### config.mk
export PLATFORM = sky130hd
export DESIGN_NAME = operand_display_seq
export DESIGN_NICKNAME = d
export VERILOG_FILES = /design/src/rtl/operand_display_seq_pkg.sv /design/src/rtl/operand_display_seq_seg7.sv /design/src/rtl/operand_display_seq.sv
export SDC_FILE = /design/constraint.sdc
export NUM_CORES = 1
export LEC_CHECK = 0
export ABC_AREA = 1
export CAP_MARGIN = 5
export CORE_MARGIN = 3
export CORE_UTILIZATION = 50
export DETAILED_ROUTE_END_ITERATION = 6
export PLACE_DENSITY = 0.77
export RECOVER_POWER = 25
export SKIP_CTS_REPAIR_TIMING = 1
export SLEW_MARGIN = 20
export SYNTH_ARGS = -nofsm -noshare
export SYNTH_HDL_FRONTEND = slang
export SYNTH_SLANG_ARGS = --single-unit
### constraint.sdc
create_clock -name clk -period 4.2 [get_ports clk]
set_input_delay 0.84 -clock clk [delete_from_list [all_inputs] [get_ports clk]]
set_output_delay 0.84 -clock clk [all_outputs]
set_load 0.02 [all_outputs]
### src/rtl/operand_display_seq_pkg.sv
// Shared definitions for the operand display unit: segment patterns and FSM states.
// Segment patterns are active-low with bit order {g,f,e,d,c,b,a}.
package operand_display_seq_pkg;

  localparam logic [6:0] SEG_BLANK   = 7'b1111111;
  localparam logic [6:0] SEG_MINUS   = 7'b0111111;
  localparam logic [6:0] SEG_DIGIT_0 = 7'b1000000;
  localparam logic [6:0] SEG_DIGIT_1 = 7'b1111001;
  localparam logic [6:0] SEG_DIGIT_2 = 7'b0100100;
  localparam logic [6:0] SEG_DIGIT_3 = 7'b0110000;
  localparam logic [6:0] SEG_DIGIT_4 = 7'b0011001;
  localparam logic [6:0] SEG_DIGIT_5 = 7'b0010010;
  localparam logic [6:0] SEG_DIGIT_6 = 7'b0000010;
  localparam logic [6:0] SEG_DIGIT_7 = 7'b1111000;
  localparam logic [6:0] SEG_DIGIT_8 = 7'b0000000;
  localparam logic [6:0] SEG_DIGIT_9 = 7'b0010000;

  typedef enum logic [2:0] {
    IDLE,
    ABS,
    SHIFT,
    STORE,
    DONE
  } state_t;

endpackage

### src/rtl/operand_display_seq_seg7.sv
// Combinational BCD digit to active-low 7-segment decoder; non-decimal codes show blank.
module bcd_digit_to_seg7
  import operand_display_seq_pkg::*;
(
  input  logic [3:0] bcd,
  output logic [6:0] seg
);

  // Look up the segment pattern for one decimal digit
  always_comb begin
    seg = SEG_BLANK;
    case (bcd)
      4'd0:    seg = SEG_DIGIT_0;
      4'd1:    seg = SEG_DIGIT_1;
      4'd2:    seg = SEG_DIGIT_2;
      4'd3:    seg = SEG_DIGIT_3;
      4'd4:    seg = SEG_DIGIT_4;
      4'd5:    seg = SEG_DIGIT_5;
      4'd6:    seg = SEG_DIGIT_6;
      4'd7:    seg = SEG_DIGIT_7;
      4'd8:    seg = SEG_DIGIT_8;
      4'd9:    seg = SEG_DIGIT_9;
      default: seg = SEG_BLANK;
    endcase
  end

endmodule

### src/rtl/operand_display_seq.sv
// Sequential operand display unit: captures N_CH signed operands, converts each in turn
// to sign plus DIGITS decimal digits with a double-dabble engine, and holds the
// resulting 7-segment patterns in registers.
module operand_display_seq
  import operand_display_seq_pkg::*;
#(
  parameter int WIDTH    = 5,
  parameter int N_CH     = 2,
  parameter int DIGITS   = 2,
  parameter int BLANK_LZ = 0
) (
  input  logic                        clk,
  input  logic                        rst_n,
  input  logic [N_CH*WIDTH-1:0]       operands,
  input  logic                        load,
  output logic                        busy,
  output logic                        done,
  output logic [N_CH*(DIGITS+1)*7-1:0] displays
);

  localparam int CHW   = (N_CH > 1) ? $clog2(N_CH) : 1;
  localparam int CNTW  = $clog2(WIDTH + 1);
  localparam int SLOTS = DIGITS + 1;

  state_t                  state;
  state_t                  state_nxt;
  logic [N_CH*WIDTH-1:0]   shadow;
  logic [CHW-1:0]          ch;
  logic [CNTW-1:0]         cnt;
  logic                    sign;
  logic [WIDTH-1:0]        mag;
  logic [WIDTH-1:0]        cur;
  logic [DIGITS*4-1:0]     bcd;
  logic [DIGITS*4-1:0]     bcd_adj;
  logic [DIGITS*7-1:0]     digit_seg;
  logic [SLOTS*7-1:0]      chan_slots;
  logic                    lead_zero;
  logic                    last_shift;
  logic                    last_ch;

  assign cur        = shadow[ch*WIDTH +: WIDTH];
  assign last_shift = (cnt == CNTW'(WIDTH - 1));
  assign last_ch    = (ch == CHW'(N_CH - 1));

  // One decoder per digit position, shared by every channel through the converter output
  for (genvar g = 0; g < DIGITS; g++) begin : g_dec
    bcd_digit_to_seg7 u_dec (
      .bcd (bcd[g*4 +: 4]),
      .seg (digit_seg[g*7 +: 7])
    );
  end

  // State register; reset abandons any conversion in progress
  always_ff @(posedge clk) begin
    if (!rst_n) state <= IDLE;
    else        state <= state_nxt;
  end

  // Next-state and status outputs
  always_comb begin
    state_nxt = state;
    busy      = 1'b0;
    done      = 1'b0;
    case (state)
      IDLE:  if (load) state_nxt = ABS;
      ABS: begin
        busy      = 1'b1;
        state_nxt = SHIFT;
      end
      SHIFT: begin
        busy = 1'b1;
        if (last_shift) state_nxt = STORE;
      end
      STORE: begin
        busy      = 1'b1;
        state_nxt = last_ch ? DONE : ABS;
      end
      DONE: begin
        done      = 1'b1;
        state_nxt = IDLE;
      end
      default: state_nxt = IDLE;
    endcase
  end

  // Add-3 correction of every BCD nibble that would overflow on the next shift
  always_comb begin
    bcd_adj = bcd;
    for (int i = 0; i < DIGITS; i++) begin
      if (bcd[i*4 +: 4] >= 4'd5) bcd_adj[i*4 +: 4] = bcd[i*4 +: 4] + 4'd3;
    end
  end

  // Assemble one channel's slots: digits with optional leading-zero blanking, then sign
  always_comb begin
    chan_slots = {SLOTS*7{1'b1}};
    lead_zero  = 1'b1;
    for (int d = DIGITS - 1; d >= 0; d--) begin
      if (bcd[d*4 +: 4] != 4'd0) lead_zero = 1'b0;
      if ((BLANK_LZ != 0) && lead_zero && (d != 0)) chan_slots[d*7 +: 7] = SEG_BLANK;
      else                                          chan_slots[d*7 +: 7] = digit_seg[d*7 +: 7];
    end
    chan_slots[DIGITS*7 +: 7] = (sign && (bcd != '0)) ? SEG_MINUS : SEG_BLANK;
  end

  // Datapath: operand capture, magnitude, shift-add-3 conversion and display registers
  always_ff @(posedge clk) begin
    if (!rst_n) begin
      shadow   <= '0;
      ch       <= '0;
      cnt      <= '0;
      sign     <= 1'b0;
      mag      <= '0;
      bcd      <= '0;
      displays <= '1;
    end else begin
      case (state)
        IDLE: begin
          if (load) begin
            shadow <= operands;
            ch     <= '0;
          end
        end
        ABS: begin
          sign <= cur[WIDTH-1];
          mag  <= cur[WIDTH-1] ? (~cur + WIDTH'(1)) : cur;
          bcd  <= '0;
          cnt  <= '0;
        end
        SHIFT: begin
          {bcd, mag} <= {bcd_adj, mag} << 1;
          cnt        <= cnt + CNTW'(1);
        end
        STORE: begin
          displays[ch*SLOTS*7 +: SLOTS*7] <= chan_slots;
          if (!last_ch) ch <= ch + CHW'(1);
        end
        default: ;
      endcase
    end
  end

endmodule

======== Word level (Yosys, flattened, before mapping) ========
Memories as Yosys holds them, arrays and structs flattened. A register that Yosys moved wholly into a read port is not among the register bits.
Cells that the tools add are included.
word-level totals
  memories ................................ 2
  register bits after elaboration ......... 73
  logic and storage cells ................. 62
  ROM bits ................................ 224
memories
  memory           words  width  rd ports  clocked after memory_dff  wr ports  RTL line                        source
  (no name shown)  16     7      1         1                         0         operand_display_seq_seg7.sv:12  case (bcd)
  (no name shown)  16     7      1         1                         0         operand_display_seq_seg7.sv:12
operators by class
  multiply operators ...................... 3
  order comparisons ....................... 2
  shift operators ......................... 3
  eq/ne operators ......................... 7
  $add $sub $neg .......................... 6
  multiplexer cells ....................... 21
  bitwise gates (word level) .............. 1
  reduce and logical (&&, ||, !) cells .... 9
operator list
  cell                        count
  $bwmux W42                  1
  $shift A21 B34 Y42 const A  1
  $shiftx A21 B34 Y42         1
  $neg A6 Y34                 1
  $mux W4                     5
  $pmux W8 S2                 1
  $mux W3                     4
  $pmux W3 S4                 1
  $pmux W5 S2                 1
  $shiftx A10 B5 Y5           1
  $ge A4 B3 Y1 const B        2
  $reduce_bool A8 Y1          1
  $mux W7                     1
  $eq A3 B2 Y1 const B        2
  $eq A3 B3 Y1 const B        2
  $mul A3 B3 Y6 const B       1
  $pmux W3 S2                 1
  $reduce_and A2 Y1           3
  $add A5 B1 Y5 const B       1
  $mux W5                     1
  $not A5 Y5                  1
  $add A4 B2 Y4 const B       1
  $mul A1 B3 Y4 const B       1
  $mux W1                     4
  other kinds (11)            13

======== Longest topological paths before layout ========
Gate-level depths: netlist (run 1).
  word-level depth ........................ 6
  mapped depth ............................ 15
  depth with buffers taken out ............ 15

======== Cells and area by module ========
A second synthesis (run 1) with hierarchy kept.
unflattened totals
  cell total of the unflattened synthesis .. 424
  area, all modules ....................... 3,193.1 µm²
by module, submodules not included
  module               area each (µm²)  instances  cells an instance
  operand_display_seq  2,817.7          1          354
  bcd_digit_to_seg7    187.7            2          35

======== Worst setup path before layout (run 1) ========
Ideal clock, no wire load.
  kind .................................... input port to flip-flop
  start point ............................. input port rst_n
  end point ............................... register g_dec[1].u_dec.seg[3] (netlist name)
  arrival time ............................ 1,953 ps
  path slack .............................. 2,129 ps
  buffers on the path ..................... 2
  cell stages on the path ................. 9
  required time ........................... 4,082 ps
  cell sequence ........................... buf_2 -> clkbuf_1 -> nand2_1 -> inv_1 -> ha_1 -> nand3_1 -> nand2_1 -> nand2_1 -> nand2_1
between the ends
  longest elaborated chain between the ends .. 1
RTL lines
  element                   RTL line                   source
  start, declared           operand_display_seq.sv:13  input logic rst_n,
  $mux W4 (no source line)  n/a
No other way between the ends.
A chain may end at the register's enable or synchronous reset.

======== Worst setup path after layout (run 1) ========
  start point ............................. input port rst_n
  end point ............................... register g_dec[0].u_dec.seg[3] (netlist name)
between the ends
  longest elaborated chain between the ends .. 1
RTL lines
  element
  $mux W4 (no source line)
No other way between the ends.

==> results of run 1 <==
[cell families after synthesis]
logic type               Yosys count
AO/OA/AOI/OAI                     83
buffers and inverters             81
flip-flops                        83
adder cells (fa/ha/maj)           18
AND/OR/NAND/NOR                  187
[critical path: cells and delay by family]
kind / cells / cell delay (ns)
fa+ha+maj: 1 / 0.25
buf+inv: 3 / 1.68
simple gates: 5 / 0.54
[final cells by class]
| cell class | count | area [µm²] |
|---|---|---|
| Clock buffer | 9 | 124 |
| Sequential cell | 83 | 1660 |
| Tap cell | 96 | 120 |
| Multi-Input combinational cell | 288 | 1590 |
| Clock inverter | 5 | 104 |
| Inverter | 61 | 230 |
| Timing Repair Buffer | 59 | 579 |
| Fill cell | 590 | 2460 |
[final timing paths]
path / depth (start not counted) / startpoint / endpoint
worst max-delay path: 9 / rst_n / g_dec[0].u_dec.seg[3]
worst min-delay path: 1 / displays[39] / displays[39]
worst max register to register: 15 / bcd[0] / g_dec[0].u_dec.seg[3]
worst min register to register: 1 / displays[39] / displays[39]
[metrics by stage]
| stage | hold WS, ns | instance area [µm²] |
|---|---|---|
| 3_3_place_gp | 0.425 | 4190 |
| 3_5_place_dp | 0.429 | 4190 |
| 2_1_floorplan | 0.420 | 3600 |
| 6_report | 0.438 | 4410 |
| 4_1_cts | 0.449 | 4410 |
| 5_1_grt | 0.462 | 4410 |
[power by group]
part | internal (µW) | switching [µW]
registers | 841 | 34.6
logic | 107 | 206
clock network | 388 | 276
[Yosys cell counts]
library cell  instances  area (µm²)
a21oi_4               1        16.3
a31oi_1               5        31.3
dfxtp_1              83        1660
nor3_1               17        85.1
nor2_2                1        6.26
o22ai_1               1        6.26
clkinv_2              1        5.00
buf_4                 6        45.0
nor2_1               29         109
or2_2                 8        50.1
o21ai_1               2        10.0
nand2_4               5        56.3
inv_1                57         214
a22o_1                2        17.5
nand2_2               7        43.8
nand3_1              25         125
o221ai_1              1        8.76
buf_6                 2        22.5
clkbuf_1              8        30.0
ha_1                 18         225
inv_2                 3        11.3
o21ai_4               2        32.5
nand3b_1              5        37.5
nand2_1              80         300
a311oi_1              1        8.76
o21ai_0              20         100
nor2_4                2        22.5
a21oi_1              48         240
nand4_1               6        37.5
buf_2                 4        20.0
nand3_2               2        20.0
[flip-flops by register name, indices dropped and copies added (netlist names)]
| register | count |
|---|---|
| displays | 38 |
| g_dec.u_dec.seg | 14 |
| shadow | 10 |
| bcd | 8 |
| mag | 5 |
| cnt | 3 |
| state | 3 |
| ch | 1 |
| sign | 1 |
[routing by layer]
metal	wire, µm	part of all wire	up-vias
met2	3470	0.47	81
met1	3450	0.47	1363
met5	0	0	-
met4	161	0.022	0
li1	-	-	1556
met3	323	0.044	16
==> implementation parameters, run 1 <==
Parameter                              Value

Outcome
  Result of the run ... completed

Hold path
  Path type of the worst min-delay path ... reg -> reg

Timing
  Finish-stage setup viols ... 0
  Summed negative setup slack over all endpoints ... 0 ns
  Transition time of the tightest slew-check pin ... 0.765 ns
  Endpoints failing hold ... 0
  Max-slew violations ... 0
  Final worst path period share ... 0.733
  Minimum clock period ... 3.08 ns
  Setup repair after global routing missed its margin ... false
  Relative slew slack ... 0.490
  Fmax ... 0.325 GHz
  Final Worst Setup Slack ... 1.12 ns
  Maximum clock skew at final layout ... 0.00825 ns

Layout
  Utilization of the core after routing ... 0.642
  Filler-free cell count of the finished design ... 601
  Leading cell types in the layout, fill and taps excluded ... dfxtp_1, nand2_1, inv_1, a21oi_1, clkdlybuf4s50_1
  Final nets ... 533
  Ratio of cells with drive above 1 in the final layout ... 0.0931
  Antenna cell count ... 0
  Area delta synth->final ... 22.5%
  Commonest non-fill, non-tap cell in the layout ... dfxtp_1

Clocking
  Worst-path clk slew ... 0.08 ns
  Clock network latency to the later pin of the worst-skew pair ... 0.35 ns
  Root buffer cell ... clkbuf_8
  TritonCTS clock tree ... built
  H-Tree Depth ... 3
  Sink Count ... 83
  TritonCTS buffer count ... 9
  Clock tree buffer depth ... 2

Floorplan
  Number of cell rows ... 30
  Die area ... 8250 µm²
  Number of I/O pins ... 57
  Die extent in x ... 90.9 µm
  Vertical extent of the die ... 90.9 µm
  Core footprint ... 6870 µm²
  Initial standard-cell utilization of the core ... 0.524

Place
  PortBufs ... 56
  Final HPWL from detailed placement ... 5270 µm
  RePlAce Congestion ... 0.871
  DP Cell Count ... 587
  DP Worst Slack ... 1.16 ns

Drt
  Detailed Route WL ... 7400 µm
  Detailed-router iteration count before antenna repair ... 4
  Vias/cell ... 5.02
  Detailed-route via count ... 3016
  DRC violations left ... 0
  Initial DRC Count ... 133
  Remaining number of nets flagged by the antenna check after routing ... 0
  Routed length per placed instance ... 12.3 µm

Power
  Total power draw ... 1850 µW
  IR drop worst, VDD ... 195 µV
  P per Cell Area ... 420 nW/µm²
  Leakage power total ... 0.00187 µW

Logic synthesis
  Mean cell area of the mapped netlist ... 7.96 µm²
  Post-Syn Instances ... 452
  Post-synthesis xor/xnor area fraction ... 0
  Synthesis-stage register bit count ... 83
  Area fraction in compound gates after synthesis ... 0.131
  Total standard cell area after synthesis ... 3600 µm²
  Combinational family with the most area after synthesis ... simple AND/OR/NAND/NOR gates
  Number of synthesis warnings ... 0
  Post-synthesis mux area share ... 0
  Post-synthesis share of cell area spent on full adders, half adders and majority gates ... 0.0626
  Share of synthesized cell area in and, or, nand and nor gates ... 0.248
  Count of distinct cell types in the synthesized netlist ... 31
  Sequential share of the synthesized area ... 0.462
  Net Count, Synth ... 483

Global routing
  Most congested layer reported by global routing ... met2
  Met3 usage ... 0.0292
  Vias in the first global route ... 2853
  Met2 routing resource usage after global routing ... 0.303
  Total Routing Usage GR ... 0.186
  Pin count of the biggest net entering global routing ... 22
  Wire length of the first global-routing pass ... 12700 µm
  Initial antenna violation count ... 0
  Remaining global-route overflow ... 0
  GR met1 Demand/Resource ... 0.237

Setup path
  Kind of launch point of the worst setup path ... input port
  Type of destination of the critical path ... register
  Arrival time of the worst setup path ... 3.32 ns
  Dominant cell type by count on the critical path ... nand2_1
  Largest fanout on the critical path ... 16
  Cell-by-cell trace of the critical path ... dlygate4sd3_1, clkbuf_1, nand2_1, inv_1, ha_1, nand3_1, nand2_1, nand2_1, nand2_1
  Category of the most critical setup path ... in -> reg
  Flop2flop setup slack ... 1.98 ns
  Stage delay of the slowest cell on the critical path ... 0.89 ns
  Worst EP required ... 4.44 ns
  Critical path's slowest cell ... dlygate4sd3_1

Flow run
  Count of maximum capacitance violations ... 0
Note: power is estimated with default switching activity, not from simulation.
==> run 2: changes to the inputs <==
Clock period 4.2 ns to 3.05 ns, I/O delays scaled along.
==> implementation parameters, run 2 (same netlist as run 1, synthesis figures left out) <==
Parameter                              Value

Timing
  Maximum clock skew at final layout ... 0.00935 ns
  Fmax ... 0.432 GHz
  Minimum clock period ... 2.31 ns
  Endpoints failing hold ... 0
  Setup repair after global routing missed its margin ... false
  Max-slew violations ... 0
  Finish-stage setup viols ... 0
  Relative slew slack ... 0.482
  Final worst path period share ... 0.759
  Summed negative setup slack over all endpoints ... 0 ns
  Transition time of the tightest slew-check pin ... 0.777 ns

Floorplan
  Initial standard-cell utilization of the core ... 0.524
  Die extent in x ... 90.9 µm
  Core footprint ... 6870 µm²
  Vertical extent of the die ... 90.9 µm
  Number of cell rows ... 30
  Number of I/O pins ... 57
  Die area ... 8250 µm²

Global routing
  Pin count of the biggest net entering global routing ... 31
  Vias in the first global route ... 2884
  Wire length of the first global-routing pass ... 12600 µm
  Initial antenna violation count ... 0
  Remaining global-route overflow ... 0
  Total Routing Usage GR ... 0.186

Place
  RePlAce Congestion ... 0.921
  Final HPWL from detailed placement ... 5300 µm
  Cell area after placement ... 4190 µm²
  PortBufs ... 56

Layout
  Largest register FFs ... 38
  Commonest non-fill, non-tap cell in the layout ... nand2_1
  Post-route standard cell area excluding fillers ... 4330 µm²
  Register with the most flip-flops ... displays
  Fill cell total of the finished layout ... 617
  Antenna cell count ... 0
  Final nets ... 534
  Ratio of cells with drive above 1 in the final layout ... 0.0828
  Area delta synth->final ... 20.4%
  Leading cell types in the layout, fill and taps excluded ... nand2_1, dfxtp_1, inv_1, clkdlybuf4s50_1, a21oi_1

Hold path
  Worst Hold Path Cells ... 2
  Destination of the worst hold path ... shadow[3]
  Critical hold path startpoint ... shadow[3]
  Path type of the worst min-delay path ... reg -> reg

Setup path
  Arrival time of the worst setup path ... 2.51 ns
  Type of destination of the critical path ... register
  Largest fanout on the critical path ... 27
  Startpoint of the worst-slack reg-to-reg timing path ... state[0]
  Worst EP required ... 3.25 ns
  Flop2flop setup slack ... 0.83 ns
  Category of the most critical setup path ... in -> reg
  Depth of the most critical reg-to-reg path ... 11
  Kind of launch point of the worst setup path ... input port
  Endpoint of the most critical register-to-register path ... g_dec[1].u_dec.seg[3]

Drt
  Detailed-router iteration count before antenna repair ... 5
  Remaining number of nets flagged by the antenna check after routing ... 0
  Sum of routed wire segments on met1 ... 3500 µm
  DRC violations left ... 0
  Met3 WL ... 226 µm
  Met2 wirelength from detailed routing ... 3570 µm
  Initial DRC Count ... 94
  Uppermost metal layer occupied by signal nets ... met4
  Routed length per placed instance ... 12.3 µm
  Vias/cell ... 5.00
  Detailed-route via count ... 3013
  Detailed Route WL ... 7420 µm

Clocking
  H-Tree Depth ... 3
  Clock network latency to the later pin of the worst-skew pair ... 0.34 ns
  Worst-path clk slew ... 0.08 ns
  Sink Count ... 83
  TritonCTS clock tree ... built
  Clock tree buffer depth ... 2
  Root buffer cell ... clkbuf_8
  TritonCTS buffer count ... 9

Power
  IR drop worst, VDD ... 263 µV
  P per Cell Area ... 536 nW/µm²
  Leakage power total ... 0.00187 µW

Flow run
  Count of maximum capacitance violations ... 0

Outcome
  Result of the run ... completed
## run 2: power by group
group	internal [µW]	leakage [µW]	switching (µW)	total [µW]
clock	309	0.0000839	375	684
sequential	1160	0.000674	46.8	1200
combinational	150	0.00112	285	435
total	1620	0.00187	706	2320
## run 2: through the flow
step | hold WS [ns] | power (µW) | worst slack [ns] | util | instances
CTS | 0.447 | 2340 | 0.784 | 0.635 | 603
global placement | 0.427 | 1650 | 0.611 | 0.610 | 588
detailed placement | 0.433 | 1660 | 0.519 | 0.610 | 588
finish | 0.444 | 2320 | 0.736 | 0.631 | 603
floorplan | 0.420 | 1540 | 1.13 | - | 452
global route | 0.469 | 2440 | 0.567 | 0.631 | 603
## run 2: worst max-delay path, cell delays in order
cell and delay [ns]:
dlygate4sd3_1 0.58, inv_1 0.16, buf_4 0.28, nor2_1 0.13, clkbuf_1 0.60, a21oi_1 0.17
## run 2: layout make-up
cell class / count / area (µm²) / share of cell area
multi-input combinational: 288 / 1570 / 0.362
clock buffer: 10 / 138 / 0.0318
inverter: 61 / 230 / 0.0531
sequential: 83 / 1660 / 0.383
tap: 96 / 120 / 0.0277
clock inverter: 5 / 30.0 / 0.00693
timing repair buffer: 60 / 587 / 0.135
## run 2: worst max-delay path by stage
stage / from / endpoint / slack [ns] / depth (start not counted)
2_1_floorplan: bcd[4] / g_dec[1].u_dec.seg[3] / 1.13 / 15
3_3_place_gp: rst_n / displays[35] / 0.61 / 4
3_5_place_dp: rst_n / displays[40] / 0.52 / 4
4_1_cts: state[2] / done / 0.78 / 3
5_1_grt: rst_n / displays[29] / 0.57 / 6
6_report: rst_n / displays[23] / 0.74 / 6
## run 2: layer usage
metal / GRT usage / up-vias
met5: 0 / -
met4: 0.0804 / 0
met3: 0.0342 / 11
met2: 0.318 / 55
met1: 0.228 / 1396
li1: - / 1551
